--- src/rtl/keccak_dom_prng.sv ---
// Mask-bit source for the masked Keccak chi stage: a bank of 32-bit LFSRs that are
// seeded over a valid/ready handshake, warmed up, then advanced once per enabled cycle.
module keccak_dom_prng #(
    parameter int SHARES        = 6,
    parameter int WARMUP_CYCLES = 16,
    localparam int NUM_Z        = (SHARES * SHARES - SHARES) / 2 * 5,
    localparam int LFSR_CNT     = (NUM_Z + 31) / 32
) (
    input  logic             ClkxCI,
    input  logic             RstxRBI,
    input  logic [31:0]      SeedxDI,
    input  logic             SeedValidxSI,
    output logic             SeedReadyxSO,
    input  logic             ReseedxSI,
    input  logic             EnxSI,
    output logic [NUM_Z-1:0] ZxDO,
    output logic             ZValidxSO
);

    localparam int CNT_W = (LFSR_CNT > 1) ? $clog2(LFSR_CNT) : 1;

    localparam logic [1:0] StSeed   = 2'd0;
    localparam logic [1:0] StWarmup = 2'd1;
    localparam logic [1:0] StRun    = 2'd2;

    logic [1:0]                 state_q, state_d;
    logic [CNT_W-1:0]           cnt_q, cnt_d;
    logic [7:0]                 wcnt_q, wcnt_d;
    logic [LFSR_CNT-1:0][31:0]  lfsr_q, lfsr_d;
    logic [LFSR_CNT*32-1:0]     lfsr_flat;
    logic                       advance;

    // 32 unrolled steps so every output bit is fresh after one advance.
    function automatic logic [31:0] lfsr_adv(input logic [31:0] s);
        logic [31:0] t;
        t = s;
        for (int i = 0; i < 32; i++) begin
            t = {t[30:0], t[31] ^ t[21] ^ t[1] ^ t[0]};
        end
        return t;
    endfunction

    always_comb begin
        state_d = state_q;
        cnt_d   = cnt_q;
        wcnt_d  = wcnt_q;
        lfsr_d  = lfsr_q;
        advance = 1'b0;
        case (state_q)
            StSeed: begin
                if (SeedValidxSI) begin
                    for (int i = 0; i < LFSR_CNT; i++) begin
                        // Zero seeds would lock the register; the step map is a
                        // bijection, so a nonzero state never reaches zero.
                        if (cnt_q == CNT_W'(i)) begin
                            lfsr_d[i] = (SeedxDI == 32'h0) ? 32'h0000_0001 : SeedxDI;
                        end
                    end
                    if (cnt_q == CNT_W'(LFSR_CNT - 1)) begin
                        state_d = StWarmup;
                        cnt_d   = '0;
                        wcnt_d  = '0;
                    end else begin
                        cnt_d = cnt_q + 1'b1;
                    end
                end
            end
            StWarmup: begin
                advance = 1'b1;
                if (wcnt_q == 8'(WARMUP_CYCLES - 1)) begin
                    state_d = StRun;
                end else begin
                    wcnt_d = wcnt_q + 8'd1;
                end
            end
            StRun: begin
                advance = EnxSI;
                if (ReseedxSI) begin
                    state_d = StSeed;
                    cnt_d   = '0;
                end
            end
            default: begin
                state_d = StSeed;
                cnt_d   = '0;
            end
        endcase
        if (advance) begin
            for (int i = 0; i < LFSR_CNT; i++) begin
                lfsr_d[i] = lfsr_adv(lfsr_q[i]);
            end
        end
    end

    always_ff @(posedge ClkxCI or negedge RstxRBI) begin
        if (!RstxRBI) begin
            state_q <= StSeed;
            cnt_q   <= '0;
            wcnt_q  <= '0;
            lfsr_q  <= '0;
        end else begin
            state_q <= state_d;
            cnt_q   <= cnt_d;
            wcnt_q  <= wcnt_d;
            lfsr_q  <= lfsr_d;
        end
    end

    assign lfsr_flat    = lfsr_q;
    assign ZxDO         = lfsr_flat[NUM_Z-1:0];
    assign SeedReadyxSO = (state_q == StSeed);
    assign ZValidxSO    = (state_q == StRun);

endmodule
--- config.mk ---
export PLATFORM = sky130hd
export DESIGN_NAME = keccak_dom_prng
export DESIGN_NICKNAME = d
export VERILOG_FILES = /design/src/rtl/keccak_dom_prng.sv
export SDC_FILE = /design/constraint.sdc
export NUM_CORES = 1
export LEC_CHECK = 0
export CAP_MARGIN = 25
export CORE_ASPECT_RATIO = 1.75
export CORE_MARGIN = 5
export CORE_UTILIZATION = 55
export CTS_CLUSTER_DIAMETER = 30
export DETAILED_ROUTE_END_ITERATION = 7
export PLACE_DENSITY = 0.79
export SLEW_MARGIN = 20
export SYNTH_ARGS = -nofsm -noshare
export SYNTH_HDL_FRONTEND = slang
export SYNTH_SLANG_ARGS = --single-unit
--- constraint.sdc ---
create_clock -name ClkxCI -period 4.6 [get_ports ClkxCI]
set_input_delay 0.92 -clock ClkxCI [delete_from_list [all_inputs] [get_ports ClkxCI]]
set_output_delay 0.92 -clock ClkxCI [all_outputs]
set_load 0.05 [all_outputs]
# == After elaboration in Yosys (flattened, before gate mapping) ==
# Cells that the tools add are included.
# op_classes
add_sub_neg,2
eq_ne,10
mux,20
bitwise_logic,289
reduce_logical,15
# ops
operator,count
$mux W96,3
$xor A1 B1 Y1,288
$mux W32,4
$logic_not A32 Y1,1
$mux W8,3
$pmux W8 S2,1
$mux W2,6
$pmux W2 S3,2
$reduce_and A3 Y1,4
$reduce_bool A2 Y1,6
$add A8 B1 Y8 const B,1
$eq A8 B4 Y1 const B,1
$ne A2 B2 Y1 const B,4
$reduce_and A4 Y1,2
$eq A2 B1 Y1 const B,2
$eq A2 B2 Y1 const B,2
$logic_not A2 Y1,2
$add A2 B1 Y2 const B,1
$ne A2 B1 Y1 const B,1
$pmux W1 S2,1
$not A1 Y1,1
# totals
ff_bits,108
input_bits,37
out_inout_bits,77
wordCells,342

# == Depth between registers and ports, before layout ==
# Gate-level depths: netlist of the first run.
# logic_depth
ltp_word,35
depth_mapped,11

# == Worst setup path before layout of the first run ==
# OpenSTA, ideal clock, no wires.
# synth_timing
path_kind,register to register
from,register lfsr_q (netlist bit ZxDO[1])
to,register lfsr_q (netlist bit ZxDO[0])
setup_ns,0.123
arrival_time_ns,3.448
required_time_ns,4.477
path_slack_ns,1.029
stages_incl_launch_ff,11
path_buffers,1
synth_period_minus_slack_ns,3.571
cell_sequence,dfrtp_1 -> buf_2 -> xor2_1 -> xnor3_1 -> xor3_1 -> xor2_1 -> xnor3_1 -> xnor2_1 -> xnor3_1 -> o21ba_2 -> o221a_2
# synth_via
elab_chain_len,34
# synth_lines
element,line,source
start: declaration,29,"logic [LFSR_CNT-1:0][31:0] lfsr_q, lfsr_d;"
start signal: assignment,105,lfsr_q <= lfsr_d;
$xor A1 B1 Y1 (32 in series),38,"t = {t[30:0], t[31] ^ t[21] ^ t[1] ^ t[0]};"
$xor A1 B1 Y1 *,38,
$mux W96 *,88,if (advance) begin
# Every way passes the cells marked *; elsewhere a longest branch is shown, timed or not.
# A chain may end at the register's enable or synchronous reset.

# == Worst setup path in the final report of the first run ==
# Same ends and word-level chain as after synthesis.

==> impl_results.md, run 1 <==
* Yosys cell types at 50
* Largest net degree at the start of global routing at 66
* Unrepaired setup endpoints after global routing: no
* CTS tree: yes
* Period utilization at 84.47%
* Max-slew headroom at 39.50%
* Final-report setup violation count at 0
* Cell area after synthesis at 0.009248 mm^2
* Root Driver: clkbuf_16
* Post-synth ARST share at 100.0%
* Synth Flop Type: dfrtp_1
* H-tree Lvls at 3
* Top post-synthesis cells by area: dfrtp_1 29%, xnor2_1 17%, xnor3_1 9.7%
* Initial core utilization at 56.23%
* Vias in the first global route at 7062
* Share of layout cells above drive strength 1 at 5.350%
* CP startpoint: ZxDO[1]$_DFFE_PN0P_
* CP endpoint: ZxDO[0]$_DFFE_PN0P_
* CP max FO at 7
* Tot GR Track Use at 27.60%
* Post-synthesis register bit count at 108
* CP startpoint kind: flop
* Max Cap Viol at 0
* Post-layout min period at 3.886 ns
* Average wire per standard cell at 22.30 um
* Arrival @ worst endpoint at 4.13 ns
* Clock Latency Late Sink at 0.36 ns
* DIE AREA at 0.01961 mm^2
* Clock Tree Buf Depth at 2
* TritonRoute pass-1 iters at 5
* Syn. warnings at 0
* Req. time, crit path at 4.85 ns
* CTS clk-pin slew, worst paths at 0.08 ns
* Final Hold Viols at 0
* ANT nets after route at 0
* Crit path kind: flop to flop
* Syn-to-layout area delta at 11.70%
* Vias per inst at 5.754
* Routability Congestion at 0.9546
* Max Fclk at 257.3 MHz
* Worst Tran Pin Value at 0.9010 ns
* Outcome: finished, final reports clean
* Number of synthesized flops with an enable pin at 0
* Worst Clk Skew at 0.009646 ns
* Worst min path class: primary input to asynchronous set/reset pin
* Remaining Overflow, GRT at 0
* Gate count of the mapped netlist at 948
* FF-to-FF End: ZxDO[0]$_DFFE_PN0P_
* Initial drt markers at 429
* First-pass GRT wire length at 40720 um
* Initial antenna violation count at 0
* DRC at 0
* R2R Setup Slk at 0.71 ns
* Post-Route Setup TNS at 0 ns
* Type of destination of the critical path: flop
* CTS Buf Count at 9
* Post-CTS sizing at 0
* Via count at 6882
* Hold Buf Count CTS at 0
* FF-to-FF Start: ZxDO[1]$_DFFE_PN0P_
* Sequential fraction of the synthesis area at 29.22%
* Ports at 114
* Area leader, netlist: dfrtp_1
* FF-to-FF path depth at 9
* Clock sinks at 108
* Post-synth top area share at 29.22%
* Fin nets at 1008
* Max-slew violation count at 0
* DRT Wirelength at 26670 um
* Net count of the mapped netlist at 989
* FP Rows at 62
* Buffers on Ports at 113
* Diode count at 0
* Post-CTS Setup Repair Bufs at 0
* Chip Width at 108.0 um
* Core ar. at 0.01645 mm^2
* Die height at 181.5 um
* Syn_area_per_cell at 9.755 um^2
* Post-DP HPWL at 20520 um
[cell usage in the layout, fill, tap and decap left out, types with 4 or more instances in the layout]
master and instances:
xnor2_1 178, a31oi_1 20, a21oi_1 28, xnor3_2 4
ha_1 4, buf_4 16, dfrtp_1 108, inv_1 10
a211o_1 7, nand2_1 106, clkdlybuf4s50_1 112, mux2_2 4
nor2b_1 8, a211oi_1 7, nor4_1 8, o21ai_0 65
xor2_1 67, xor3_1 10, nand3_1 16, clkbuf_16 9
nor2_1 49, mux2i_1 43, xnor3_1 40
[critical path: stages (launching register included)]
cell and delay [ns]:
dfrtp_1 0.52, xor2_1 0.41, xnor3_1 0.54, xor3_1 0.44, xor2_1 0.25, xnor3_1 0.53, xnor2_1 0.28, xnor3_1 0.37
o21ba_2 0.21, o221a_2 0.23
[worst min-delay path by stage]
| stage | from | to | slack (ns) | cells after the start |
|---|---|---|---|---|
| after floorplan | state_q[0]$_DFFE_PN0P_ | state_q[0]$_DFFE_PN0P_ | 0.49 | 1 |
| after global placement | wcnt_q[7]$_DFFE_PN0P_ | wcnt_q[7]$_DFFE_PN0P_ | 0.51 | 2 |
| after detailed placement | wcnt_q[7]$_DFFE_PN0P_ | wcnt_q[7]$_DFFE_PN0P_ | 0.53 | 2 |
| after CTS | wcnt_q[7]$_DFFE_PN0P_ | wcnt_q[7]$_DFFE_PN0P_ | 0.54 | 2 |
| after global routing | wcnt_q[7]$_DFFE_PN0P_ | wcnt_q[7]$_DFFE_PN0P_ | 0.56 | 2 |
| final | RstxRBI | ZxDO[56]$_DFFE_PN0P_ | 0.52 | 1 |
[per-stage QoR]
step                      instance area (um^2)  worst slack [ns]  cells  hold WS [ns]  util, %
after floorplan                           9248             1.029    948        0.4938        -
after global placement                   10050            0.8674   1180        0.5145    61.10
after detailed placement                 10050            0.7651   1180        0.5271    61.10
after CTS                                10330            0.7390   1196        0.5435    62.81
after global routing                     10330            0.5568   1196        0.5578    62.81
final                                    10330            0.7142   1196        0.5248    62.81
[sequential cells by signal, summed over array words and instances, names as in the netlist]
| name | count |
|---|---|
| ZxDO | 75 |
| cnt_q | 2 |
| lfsr_flat | 21 |
| state_q | 2 |
| wcnt_q | 8 |
[layout make-up]
cell class | count | area (um^2)
Fill cell | 1393 | 6116
Multi-Input combinational cell | 710 | 5787
Sequential cell | 108 | 2703
Timing Repair Buffer | 128 | 1241
Tap cell | 224 | 280.3
Clock buffer | 13 | 260.3
Inverter | 10 | 37.54
Clock inverter | 3 | 21.27
[layer usage]
layer | GRT usage (%) | vias up | share of wire, %
li1 | - | 3133 | -
met1 | 30.09 | 3349 | 35
met2 | 48.01 | 295 | 51
met3 | 5.188 | 105 | 6.6
met4 | 17.90 | 0 | 7.6
met5 | 0 | - | 0
[logic make-up (layout without fill, tap and decap cells)]
logic type / count (synthesis) / after routing / synth area share, %
flops: 108 / 108 / 29.22
mux: 47 / 47 / 5.141
simple gates: 206 / 206 / 9.485
xor+xnor: 304 / 304 / 37.67
buf+inv: 130 / 154 / 8.334
fa+ha+maj: 4 / 4 / 0.5412
compound gates: 149 / 149 / 9.606
[Yosys cell counts, drive strengths merged, types with 3 or more instances]
library cell and n:
mux2i 43, nor2 49, xor2 69, buf 84
a211o 7, inv 10, mux2 4, xnor2 181
ha 4, a211oi 7, nand2b 3, nand3 16
o22ai 3, nor3 4, xnor3 44, o21ai 66
nor4 8, a21oi 28, xor3 10, nand2 107
o21ba 3, dfrtp 108, o21bai 3, nor2b 9
clkbuf 36, a31oi 20
Power of run 1 is left out: the tool's default activity adds up to more than one toggle a clock period on the data nets, which glitch-free logic cannot reach.
==> run 2, diff against run 1 <==
- CORE_UTILIZATION: 55 -> 52
- PLACE_DENSITY: 0.79 -> 0.78
- clock period: 4.6 -> 3.3 ns (I/O delays scaled with it)
==> impl_results.md, run 2 (synthesis gave the netlist of run 1 again) <==
* Outcome: finished, final reports clean
* CTS clk-pin slew, worst paths at 0.08 ns
* Root Driver: clkbuf_16
* Critical path's slowest cell: dfrtp_1
* CTS Buf Count at 9
* Req. time, crit path at 3.55 ns
* Initial antenna violation count at 0
* Share of layout cells above drive strength 1 at 19.65%
* Clock sinks at 108
* Type of destination of the critical path: flop
* Core ar. at 0.01754 mm^2
* Syn-to-layout area delta at 25.03%
* Hold slack at 0.3179 ns
* Clock Latency Late Sink at 0.36 ns
* Routability Congestion at 1.036
* Worst path cell trace: xor2_2, xnor3_1, xnor3_2, xor2_2, xnor2_2, xnor2_2, xnor3_1, o21ba_2, o221a_2
* Diode count at 0
* Clock Tree Buf Depth at 2
* Final design utilization at 65.93%
* Period utilization at 99.09%
* First-pass GRT wire length at 46170 um
* ANT nets after route at 0
* Post-layout min period at 3.270 ns
* Final Hold Viols at 0
* Worst Tran Pin Value at 0.7889 ns
* Buffer and inverter count on the worst path at 0
* Most common cell after layout, fill and taps aside: xnor2_1
* Average wire per standard cell at 22.86 um
* DRT Wirelength at 30400 um
* Max-slew headroom at 46.92%
* Max Fclk at 305.8 MHz
* CP startpoint kind: flop
* Fin nets at 1135
* Initial core utilization at 52.73%
* Arrival @ worst endpoint at 3.52 ns
* Remaining Overflow, GRT at 0
* DRC at 0
* TritonRoute pass-1 iters at 5
* Most frequent cells in the layout: 165 x xnor2_1, 140 x buf_4, 112 x clkdlybuf4s50_1, 106 x nand2_1, 105 x dfrtp_1
* Hold Buf Count CTS at 0
* Via count at 7484
* FP Rows at 64
* Buffers on Ports at 113
* R2R Setup Slk at 0.03 ns
* Post-Route Setup TNS at 0 ns
* Final-report setup violation count at 0
* Ports at 114
* Vias per inst at 5.627
* Chip Width at 110.8 um
* Max incr delay on CP at 0.49 ns
* Vias in the first global route at 7880
* Largest net degree at the start of global routing at 85
* CTS tree: yes
* Initial drt markers at 559
* Max reg flops at 75
* Max-slew violation count at 0
* CP max FO at 5
* Crit path max-delay family: XOR/XNOR gates
* Fillers at 1346
* Crit path kind: flop to flop
* Worst min path class: primary input to asynchronous set/reset pin
* DIE AREA at 0.02066 mm^2
* Post-DP HPWL at 24060 um
* Max Cap Viol at 0
* H-tree Lvls at 3
* Worst Clk Skew at 0.009823 ns
* Tot GR Track Use at 29.21%
* Die height at 186.4 um
-- run 2: through the flow --
step                cell area [um^2]  std cells  setup slack, ns
floorplan                       9288        948         -0.09460
global placement               11050       1311         -0.02015
detailed placement             11050       1311          -0.1072
CTS                            11410       1328          0.01466
global route                   11560       1330         -0.04320
finish                         11560       1330          0.02993
-- run 2: final cells by class --
cell class,instances,area [um^2],share of cell area (%)
inverter,10,37.54,0.3246
clock buffer,9,225.2,1.948
multi-input combinational,710,5976,51.68
tap,231,289.0,2.500
clock inverter,7,105.1,0.9090
timing repair buffer,255,2223,19.23
sequential,108,2706,23.41
-- run 2: timing repair --
item / 4_1_cts / 5_1_grt
pin swaps: 4 / 10
resized for setup: 3 / 27
setup buffers: 1 / 3
endpoints found under the hold margin: 0 / 0
setup endpoints to repair: 1 / 11
-- run 2: path summary, 6_finish.rpt --
kind	from	to	cells after the start
min in group ClkxCI	wcnt_q[7]$_DFFE_PN0P_	wcnt_q[7]$_DFFE_PN0P_	2
max in group asynchronous	RstxRBI	lfsr_flat[85]$_DFFE_PN0P_	2
hold reg to reg	wcnt_q[7]$_DFFE_PN0P_	wcnt_q[7]$_DFFE_PN0P_	2
setup / recovery	ZxDO[6]$_DFFE_PN0P_	ZxDO[0]$_DFFE_PN0P_	9
setup reg to reg	ZxDO[6]$_DFFE_PN0P_	ZxDO[0]$_DFFE_PN0P_	9
hold / removal	RstxRBI	wcnt_q[2]$_DFFE_PN0P_	1
-- run 2: per-layer routing --
layer  up-vias  part of all wire, %  GRT usage [%]
met2       333                   51          50.87
met5         -                    0              0
met1      3643                   35          31.88
li1       3388                    -              -
met4         0                  8.4          21.53
met3       120                  5.5          4.311
Power of run 2 is left out for the same reason.
